--- config.mk ---
export PLATFORM = sky130hd
export DESIGN_NAME = spi_gyro_responder
export DESIGN_NICKNAME = d
export VERILOG_FILES = /design/src/rtl/spi_gyro_responder.sv
export SDC_FILE = /design/constraint.sdc
export NUM_CORES = 1
export LEC_CHECK = 0
export BUFFER_PORTS_ARGS = -buffer_cell sky130_fd_sc_hd__clkbuf_2
export CORE_AREA = 4 4 125 127
export CTS_CLUSTER_DIAMETER = 150
export DETAILED_ROUTE_END_ITERATION = 6
export DIE_AREA = 0 0 129 131
export PLACE_DENSITY = 0.71
export REMOVE_ABC_BUFFERS = 1
export SLEW_MARGIN = 20
export SYNTH_ARGS = -nofsm -noshare
export SYNTH_HDL_FRONTEND = slang
export SYNTH_SLANG_ARGS = --single-unit
--- constraint.sdc ---
create_clock -name i_clk -period 2.45 [get_ports i_clk]
set_input_delay 0.245 -clock i_clk [delete_from_list [all_inputs] [get_ports i_clk]]
set_output_delay 0.245 -clock i_clk [all_outputs]
set_load 0.05 [all_outputs]
--- src/rtl/spi_gyro_responder.sv ---
// SPI mode-3 slave emulating a three-axis gyro register map (WHO_AM_I, CTRL1-5, STATUS, XYZ).
// All SPI pins are oversampled and edge-detected in the clk domain.
module spi_gyro_responder #(
   parameter logic [7:0]  WHO_AM_I_VAL = 8'hD3,
   parameter int unsigned SYNC_STAGES  = 2
) (
   input  logic        i_clk,
   input  logic        i_rst_n,
   input  logic [15:0] i_x_data,
   input  logic [15:0] i_y_data,
   input  logic [15:0] i_z_data,
   input  logic        i_sample_valid,
   input  logic        i_sclk,
   input  logic        i_ss,
   input  logic        i_mosi,
   output logic        o_miso,
   output logic        o_miso_en,
   output logic [7:0]  o_ctrl_reg1,
   output logic [7:0]  o_ctrl_reg2,
   output logic [7:0]  o_ctrl_reg3,
   output logic [7:0]  o_ctrl_reg4,
   output logic [7:0]  o_ctrl_reg5,
   output logic        o_wr_strobe,
   output logic [5:0]  o_wr_addr
);

   typedef enum logic [1:0] {StIdle, StCmd, StData} state_t;

   logic [SYNC_STAGES-1:0] r_sclk_sync, r_ss_sync, r_mosi_sync;
   logic                   r_sclk_d, r_ss_d;
   logic                   w_sclk_s, w_ss_s, w_mosi_s;
   logic                   w_sclk_rise, w_sclk_fall, w_ss_rise, w_ss_fall;

   state_t      r_state, w_state_nxt;
   logic [2:0]  r_bit_cnt;
   logic [6:0]  r_rx;
   logic [7:0]  w_rx_byte;
   logic [7:0]  r_tx;
   logic        r_rw, r_ms;
   logic [5:0]  r_addr, w_addr_nxt, w_rd_addr;
   logic [7:0]  w_rd_data;
   logic        w_byte_done, w_wr_ok;

   logic        r_miso, r_miso_en, r_wr_strobe;
   logic [5:0]  r_wr_addr;
   logic [7:0]  r_ctrl1, r_ctrl2, r_ctrl3, r_ctrl4, r_ctrl5;
   logic [15:0] r_snap_x, r_snap_y, r_snap_z;
   logic        r_zyxda, r_zyxor;

   // Synchronizers reset to the SPI idle levels so reset release makes no false edges
   always_ff @(posedge i_clk or negedge i_rst_n) begin
      if (!i_rst_n) begin
         r_sclk_sync <= '1;
         r_ss_sync   <= '1;
         r_mosi_sync <= '0;
         r_sclk_d    <= 1'b1;
         r_ss_d      <= 1'b1;
         r_miso_en   <= 1'b0;
      end else begin
         r_sclk_sync <= {r_sclk_sync[SYNC_STAGES-2:0], i_sclk};
         r_ss_sync   <= {r_ss_sync[SYNC_STAGES-2:0], i_ss};
         r_mosi_sync <= {r_mosi_sync[SYNC_STAGES-2:0], i_mosi};
         r_sclk_d    <= w_sclk_s;
         r_ss_d      <= w_ss_s;
         r_miso_en   <= ~w_ss_s;
      end
   end

   assign w_sclk_s    = r_sclk_sync[SYNC_STAGES-1];
   assign w_ss_s      = r_ss_sync[SYNC_STAGES-1];
   assign w_mosi_s    = r_mosi_sync[SYNC_STAGES-1];
   assign w_sclk_rise = w_sclk_s & ~r_sclk_d;
   assign w_sclk_fall = ~w_sclk_s & r_sclk_d;
   assign w_ss_rise   = w_ss_s & ~r_ss_d;
   assign w_ss_fall   = ~w_ss_s & r_ss_d;

   assign w_rx_byte   = {r_rx, w_mosi_s};
   // An ss rising edge beats a coincident byte-completing sclk edge
   assign w_byte_done = (r_state != StIdle) & ~w_ss_rise & w_sclk_rise & (r_bit_cnt == 3'd7);
   assign w_addr_nxt  = r_ms ? r_addr + 6'd1 : r_addr;
   assign w_rd_addr   = (r_state == StCmd) ? w_rx_byte[5:0] : w_addr_nxt;
   assign w_wr_ok     = (r_addr >= 6'h20) && (r_addr <= 6'h24);

   always_comb begin
      w_rd_data = 8'h00;
      case (w_rd_addr)
         6'h0F:   w_rd_data = WHO_AM_I_VAL;
         6'h20:   w_rd_data = r_ctrl1;
         6'h21:   w_rd_data = r_ctrl2;
         6'h22:   w_rd_data = r_ctrl3;
         6'h23:   w_rd_data = r_ctrl4;
         6'h24:   w_rd_data = r_ctrl5;
         6'h27:   w_rd_data = {r_zyxor, 3'b000, r_zyxda, 3'b000};
         6'h28:   w_rd_data = r_snap_x[7:0];
         6'h29:   w_rd_data = r_snap_x[15:8];
         6'h2A:   w_rd_data = r_snap_y[7:0];
         6'h2B:   w_rd_data = r_snap_y[15:8];
         6'h2C:   w_rd_data = r_snap_z[7:0];
         6'h2D:   w_rd_data = r_snap_z[15:8];
         default: w_rd_data = 8'h00;
      endcase
   end

   always_ff @(posedge i_clk or negedge i_rst_n) begin
      if (!i_rst_n) begin
         r_state <= StIdle;
      end else begin
         r_state <= w_state_nxt;
      end
   end

   always_comb begin
      w_state_nxt = r_state;
      unique case (r_state)
         StIdle: begin
            if (w_ss_fall) w_state_nxt = StCmd;
         end
         StCmd: begin
            if (w_ss_rise)        w_state_nxt = StIdle;
            else if (w_byte_done) w_state_nxt = StData;
         end
         StData: begin
            if (w_ss_rise) w_state_nxt = StIdle;
         end
         default: w_state_nxt = StIdle;
      endcase
   end

   // Shift datapath: rx on rising sclk, tx on falling sclk
   always_ff @(posedge i_clk or negedge i_rst_n) begin
      if (!i_rst_n) begin
         r_bit_cnt <= '0;
         r_rx      <= '0;
         r_tx      <= '0;
         r_rw      <= 1'b0;
         r_ms      <= 1'b0;
         r_addr    <= '0;
         r_miso    <= 1'b1;
      end else if (w_ss_fall) begin
         r_bit_cnt <= '0;
         r_tx      <= '0;
      end else if (w_ss_rise) begin
         r_bit_cnt <= '0;
         r_miso    <= 1'b1;
      end else if (r_state != StIdle) begin
         if (w_sclk_rise) begin
            r_rx      <= w_rx_byte[6:0];
            r_bit_cnt <= r_bit_cnt + 3'd1;
            if (w_byte_done) begin
               if (r_state == StCmd) begin
                  r_rw   <= w_rx_byte[7];
                  r_ms   <= w_rx_byte[6];
                  r_addr <= w_rx_byte[5:0];
                  r_tx   <= w_rx_byte[7] ? w_rd_data : 8'h00;
               end else begin
                  r_addr <= w_addr_nxt;
                  r_tx   <= r_rw ? w_rd_data : 8'h00;
               end
            end
         end else if (w_sclk_fall) begin
            r_miso <= r_tx[7];
            r_tx   <= {r_tx[6:0], 1'b0};
         end
      end
   end

   always_ff @(posedge i_clk or negedge i_rst_n) begin
      if (!i_rst_n) begin
         r_wr_strobe <= 1'b0;
         r_wr_addr   <= '0;
         r_ctrl1     <= 8'h07;
         r_ctrl2     <= 8'h00;
         r_ctrl3     <= 8'h00;
         r_ctrl4     <= 8'h00;
         r_ctrl5     <= 8'h00;
      end else begin
         r_wr_strobe <= 1'b0;
         if (w_byte_done && (r_state == StData) && !r_rw && w_wr_ok) begin
            r_wr_strobe <= 1'b1;
            r_wr_addr   <= r_addr;
            case (r_addr[2:0])
               3'd0:    r_ctrl1 <= w_rx_byte;
               3'd1:    r_ctrl2 <= w_rx_byte;
               3'd2:    r_ctrl3 <= w_rx_byte;
               3'd3:    r_ctrl4 <= w_rx_byte;
               3'd4:    r_ctrl5 <= w_rx_byte;
               default: ;
            endcase
         end
      end
   end

   // Snapshot clears STATUS, but a coincident sample_valid still sets it
   always_ff @(posedge i_clk or negedge i_rst_n) begin
      if (!i_rst_n) begin
         r_snap_x <= '0;
         r_snap_y <= '0;
         r_snap_z <= '0;
         r_zyxda  <= 1'b0;
         r_zyxor  <= 1'b0;
      end else if (w_ss_fall) begin
         r_snap_x <= i_x_data;
         r_snap_y <= i_y_data;
         r_snap_z <= i_z_data;
         r_zyxda  <= i_sample_valid;
         r_zyxor  <= i_sample_valid & r_zyxda;
      end else if (i_sample_valid) begin
         r_zyxda  <= 1'b1;
         r_zyxor  <= r_zyxor | r_zyxda;
      end
   end

   assign o_miso      = r_miso;
   assign o_miso_en   = r_miso_en;
   assign o_ctrl_reg1 = r_ctrl1;
   assign o_ctrl_reg2 = r_ctrl2;
   assign o_ctrl_reg3 = r_ctrl3;
   assign o_ctrl_reg4 = r_ctrl4;
   assign o_ctrl_reg5 = r_ctrl5;
   assign o_wr_strobe = r_wr_strobe;
   assign o_wr_addr   = r_wr_addr;

endmodule

==> results of run 1 <==
-- cell type report --
type,instances,area [um^2]
Inverter,16,60.1
Sequential cell,135,3390
Clock buffer,19,443
Multi-Input combinational cell,354,3280
Timing Repair Buffer,216,1510
Tap cell,184,230
Clock inverter,13,100
Fill cell,1145,5410
-- cell families (layout without fill, tap and decap cells) --
kind of cell | Yosys count | count (layout) | synth area share
DFF | 135 | 135 | 0.525
and+or+nand+nor | 110 | 110 | 0.0887
buffers and inverters | 44 | 264 | 0.0306
xor gates and xnor gates | 4 | 4 | 0.00542
adders and majority gates | 11 | 11 | 0.0213
AOI/OAI and AO/OA | 123 | 123 | 0.145
muxes | 106 | 106 | 0.185
-- power groups by stage --
stage	combinational, uW	sequential [uW]	clock [uW]
2_1_floorplan	552	2610	0
3_3_place_gp	1160	2660	0
3_5_place_dp	1180	2670	0
4_1_cts	1270	2630	2380
5_1_grt	1460	2670	2480
6_report	1370	2650	2340
-- critical path, stage by stage (launching register included) --
cell       delay [ps]
dfrtp_1           430
ha_4              200
ha_4              260
and2_4            150
nor3_1             50
buf_4             150
a211oi_2          400
buf_4             270
a22oi_1           120
o2bb2ai_1         190
a31oi_1            90
a32oi_1           180
-- registers in the layout, indices dropped and copies added (netlist names), 3 cells and up --
register     cells
o_ctrl_reg1      8
o_ctrl_reg2      8
o_ctrl_reg3      8
o_ctrl_reg4      8
o_ctrl_reg5      8
o_wr_addr        6
r_addr           6
r_bit_cnt        3
r_rx             7
r_snap_x        16
r_snap_y        16
r_snap_z        16
r_tx             8
-- routing by layer --
layer  vias up  global-route usage  wire length [um]
li1       2395                   -                 -
met5         -                   0                 0
met2       254               0.408              9870
met4         0              0.0920               551
met1      2760               0.348              8980
met3        47              0.0626              1520
-- cell usage in the layout (no fill, tap or decap), drive strengths merged, types with 7 or more instances in the layout --
cell type  synthesis  layout
dfrtp            125     125
clkbuf            11     120
buf               17     111
mux2              97      97
nand2             32      32
nor2              23      23
inv               16      19
o21ai             18      18
a21oi             13      13
a32oi             11      11
a22oi             11      11
ha                11      11
dfstp             10      10
a31oi             10      10
a22o               9       9
mux2i              9       9
a211oi             9       9
nand2b             8       8
nand3              8       8
and2               7       7
-- worst paths after layout --
check                           slack, ps  cells after the start                       end
worst min-delay path                   20                      2       r_zyxda$_DFFE_PN0P_
worst min register to register        360                      0  r_mosi_sync[1]$_DFF_PN0_
max in group asynchronous            1370                      3        o_miso$_DFFE_PN1P_
min in group asynchronous             360                      2   r_snap_z[3]$_DFFE_PN0P_
worst max register to register       -110                     11       r_tx[7]$_DFFE_PN0P_
worst max-delay path                 -110                     11       r_tx[7]$_DFFE_PN0P_
-- stage by stage --
step,utilization,hold WS [ps],worst slack (ps),instance area [um^2],instances
2_1_floorplan,-,-50.6,-886,6330,505
4_1_cts,0.608,2.37,-86.8,8780,933
3_5_place_dp,0.550,260,-425,7930,893
6_report,0.625,18.3,-114,9010,937
3_3_place_gp,0.550,245,-192,7930,893
5_1_grt,0.625,1.06,-204,9010,937
-- synth_stat cells (all sizes together) (4+ instances only) --
library cell  number
nor2              23
clkbuf            11
o21ai             18
and2               7
inv               16
a32o               5
dfstp             10
mux2i              9
a22oi             11
a32oi             11
o31ai              4
dfrtp            125
nor2b              5
and3               6
a22o               9
a21oi             13
nand4              4
mux2              97
nand2b             8
a31oi             10
nand3              8
a221oi             4
ha                11
buf               17
nand2             32
a211oi             9
-- repair_timing --
item,4_1_cts,5_1_grt
gates resized for setup,49,45
pin swaps,10,16
endpoints found under the setup margin,31,39
endpoints found under the hold margin,62,0
buffers inserted,4,4
hold buffers,4,0
==> results.sh, run 1 <==
export IMPL_synth_top_cells_by_area="dfrtp_1 (48%), mux2_2 (17%), dfstp_2 (4.1%)"
export IMPL_power_frac_seq=0.417
export IMPL_cts_root_buf="clkbuf_16"
export IMPL_power_uw=6360
export IMPL_tightest_slew_ps=569
export IMPL_worstSkewPairLatency_ps=420
export IMPL_initial_core_util=0.448
export IMPL_pwr_share_comb=0.215
export IMPL_synthesis_area_um2=6460
export IMPL_die_x_um=129
export IMPL_period_needed_ps=2560
export IMPL_vias=5456
export IMPL_synth_enable_flop_cells=0
export IMPL_drt_first_pass_iters=5
export IMPL_timing_final_ws_setup_ps=-114
export IMPL_maxCapViolCount=0
export IMPL_ys_ff_latch=135
export IMPL_clockBufferDepth=2
export IMPL_power_leakage_uw=0.00417
export IMPL_cts_buffers=17
export IMPL_min_from="i_sample_valid"
export IMPL_overflow=0
export IMPL_skew_ps=10.5
export IMPL_area_delta_synth_final_pct=39.5
export IMPL_slew_headroom=0.621
export IMPL_slew_violations=0
export IMPL_pwr_density_cell_nw_per_um2=705
export IMPL_wl_um=20900
export IMPL_drc_errors=0
export IMPL_synth_cell_types=65
export IMPL_hold_viol=0
export IMPL_critical_path_startpoint="r_addr[1]$_DFFE_PN0P_"
export IMPL_rsz0062_at_grt="true"
export IMPL_tritoncts="yes"
export IMPL_first_global_vias=5715
export IMPL_synth_warnings=0
export IMPL_synth_cells=533
export IMPL_track_usage=0.258
export IMPL_drt_initial_drc_count=453
export IMPL_core_area_um2=14400
export IMPL_ys_flop_type="dfrtp_1"
export IMPL_worstPathMaxFanout=7
export IMPL_fmax_ghz=0.390
export IMPL_yosysTopAreaCellShare=0.484
export IMPL_min_period_over_period=1.05
export IMPL_rows=44
export IMPL_critPathKind="reg2reg"
export IMPL_pin_count=103
export IMPL_synth_avg_cell_area_um2=12.1
export IMPL_crit_required_ps=2790
export IMPL_routed_via_density=5.82
export IMPL_fp_dieH_um=131
export IMPL_fin_nets=805
export IMPL_finalSetupTns_ps=-925
export IMPL_path_clk_slew_ps=60
export IMPL_grt_max_degree=63
export IMPL_netSwitchingPower_uw=1960
export IMPL_cts_num_sinks=135
export IMPL_setup_violations=18
export IMPL_layout_drive_gt1_share=0.556
export IMPL_worstReg2RegStart="r_addr[1]$_DFFE_PN0P_"
export IMPL_grt_pass1_wl_um=32300
export IMPL_ir_worst_vdd_v=0.000596
export IMPL_synthArstFlopShare=1.00
export IMPL_swShare=0.308
export IMPL_antenna_left=0
export IMPL_synth_yosys_seq_area_share=0.525
export IMPL_synth_top_area_cell="dfrtp_1"
export IMPL_diodes=0
export IMPL_end_kind="register"
export IMPL_antenna_found_initial=0
export IMPL_dieArea_um2=16900
export IMPL_cp_start_kind="register"
export IMPL_gp_congestion=0.964
export IMPL_critical_path_arrival_ps=2910
export IMPL_outcome="complete, but fails checks"
export IMPL_clkPwrFrac=0.368
export IMPL_wl_per_cell_um=22.3
export IMPL_htreeDepth=4
export IMPL_internal_power_uw=4400
export IMPL_place_hpwl_um=15500
export IMPL_portBuffers=102
export IMPL_hold_path_class="in2reg"
export IMPL_violations="setup timing"
Power figures use the tool's default switching activity.
==> run 2, diff against run 1 <==
--- a/config.mk
+++ b/config.mk
@@ -11,7 +11,7 @@
 export DETAILED_ROUTE_END_ITERATION = 6
 export DIE_AREA = 0 0 129 131
 export PLACE_DENSITY = 0.71
-export REMOVE_ABC_BUFFERS = 1
+export RECOVER_POWER = 25
 export SLEW_MARGIN = 20
 export SYNTH_ARGS = -nofsm -noshare
 export SYNTH_HDL_FRONTEND = slang
==> results.sh, run 2 (same netlist as run 1, synthesis figures left out) <==
export IMPL_cts_root_buf="clkbuf_16"
export IMPL_layout_drive_gt1_share=0.539
export IMPL_fin_nets=814
export IMPL_skew_ps=9.42
export IMPL_wl_um=19900
export IMPL_drt_initial_drc_count=336
export IMPL_pwr_density_cell_nw_per_um2=711
export IMPL_power_leakage_uw=0.00419
export IMPL_crit_required_ps=2790
export IMPL_final_core_util=0.621
export IMPL_most_common_layout_cells="dfrtp_1 (122), buf_4 (105), clkbuf_2 (102)"
export IMPL_critPathTopFamily="compound AO/OA/AOI/OAI gates"
export IMPL_hold_path_class="in2reg"
export IMPL_rows=44
export IMPL_reg_top3="r_snap_x (16), r_snap_y (16), r_snap_z (16)"
export IMPL_min_period_over_period=1.02
export IMPL_grt_max_degree=70
export IMPL_num_fill_cells=1136
export IMPL_drt_first_pass_iters=5
export IMPL_period_needed_ps=2490
export IMPL_outcome="complete, but fails checks"
export IMPL_setup_violations=7
export IMPL_wl_per_cell_um=21.0
export IMPL_overflow=0
export IMPL_max_stage_delay_ps=440
export IMPL_place_hpwl_um=14900
export IMPL_violations="capacitance limit, slew limit, setup timing"
export IMPL_vias=5377
export IMPL_htreeDepth=4
export IMPL_critPathKind="reg2reg"
export IMPL_portBuffers=102
export IMPL_hold_viol=0
export IMPL_cts_buffers=17
export IMPL_drc_errors=0
export IMPL_place_ws_ps=-245
export IMPL_crit_slowest_cell="dfrtp_2"
export IMPL_gp_congestion=0.997
export IMPL_end_kind="register"
export IMPL_track_usage=0.244
export IMPL_clockBufferDepth=2
export IMPL_tritoncts="yes"
export IMPL_crit_buf_inv=3
export IMPL_die_x_um=129
export IMPL_worstPathMaxFanout=4
export IMPL_initial_core_util=0.448
export IMPL_antenna_left=0
export IMPL_maxCapViolCount=1
export IMPL_path_cells="ha_4, ha_4, and2_4, nor3_1, buf_4, buf_4, a211oi_4, buf_4, a22oi_1, o21ai_0, nand2_1, a32oi_1"
export IMPL_grt_pass1_wl_um=31100
export IMPL_dieArea_um2=16900
export IMPL_slew_violations=69
export IMPL_cts_num_sinks=135
export IMPL_core_area_um2=14400
export IMPL_fp_dieH_um=131
export IMPL_synthesis_nets=598
export IMPL_antenna_found_initial=0
export IMPL_pin_count=103
export IMPL_cpMostUsedCell="buf_4"
export IMPL_tightest_slew_ps=1690
export IMPL_cp_start_kind="register"
export IMPL_routed_via_density=5.68
export IMPL_timing_final_ws_setup_ps=-37.3
export IMPL_slew_headroom=-0.126
export IMPL_fmax_ghz=0.402
export IMPL_worstSkewPairLatency_ps=420
export IMPL_ir_worst_vdd_v=0.000532
export IMPL_first_global_vias=5655
export IMPL_final_common_cell="dfrtp_1"
export IMPL_rsz0062_at_grt="true"
export IMPL_diodes=0
export IMPL_area_delta_synth_final_pct=38.6
export IMPL_critical_path_arrival_ps=2820
export IMPL_path_clk_slew_ps=60
[run 2: changes by cell type in the layout (fill, tap and decap cells not counted), sizes merged]
cell | previous run | this run
bufinv | 0 | 1
buf | 111 | 119
inv | 19 | 18
clkinv | 6 | 3
clkbuf | 120 | 124
[run 2: per-stage QoR]
stage	TNS, ps	std cells	total power (uW)	cell area, um^2	hold WS (ps)
floorplan	-13.5	533	3210	6500	-50.6
global placement	-1230	897	3800	7990	286
detailed placement	-1720	897	3830	7990	293
CTS	-165	937	6350	8750	37.6
global route	-920	946	6630	8960	43.4
finish	-131	946	6370	8960	50.1
[run 2: area by class of cell]
| class | instances | area (um^2) | share of cell area |
|---|---|---|---|
| clock inverter | 10 | 96.3 | 0.0108 |
| tap | 184 | 230 | 0.0257 |
| sequential | 135 | 3390 | 0.379 |
| timing repair buffer | 225 | 1550 | 0.173 |
| inverter | 16 | 60.1 | 0.00671 |
| multi-input combinational | 354 | 3150 | 0.352 |
| clock buffer | 22 | 474 | 0.0529 |
[run 2: layer usage]
metal  track usage  share of wire
met1         0.303           0.40
met2         0.388           0.48
met3        0.0565          0.065
met4         0.148          0.054
met5             0              0
[run 2: report_power, final]
group          total, uW  internal [uW]  switching (uW)
Combinational       1290            607             678
Clock               2450           1480             968
Sequential          2640           2440             201
[run 2: final timing paths]
path                                        startpoint                  endpoint  slack (ps)  depth (start not counted)
max in group asynchronous                      i_rst_n    r_state[0]$_DFFE_PN0P_         520                          2
worst min register to register  r_ss_sync[0]$_DFF_PN1_    r_ss_sync[1]$_DFF_PN1_         360                          0
worst max register to register   r_addr[1]$_DFFE_PN0P_       r_tx[7]$_DFFE_PN0P_         -40                         12
worst max-delay path             r_addr[1]$_DFFE_PN0P_       r_tx[7]$_DFFE_PN0P_         -40                         12
worst min-delay path                       i_y_data[5]   r_snap_y[5]$_DFFE_PN0P_          50                          2
min in group asynchronous                      i_rst_n  r_snap_x[10]$_DFFE_PN0P_         810                          2
[run 2: timing repair]
action	4_1_cts	5_1_grt
hold buffers	4	0
endpoints found under the hold margin	65	0
setup buffers	5	9
pin swaps	12	16
resized for setup	26	36
setup endpoints to repair	21	47
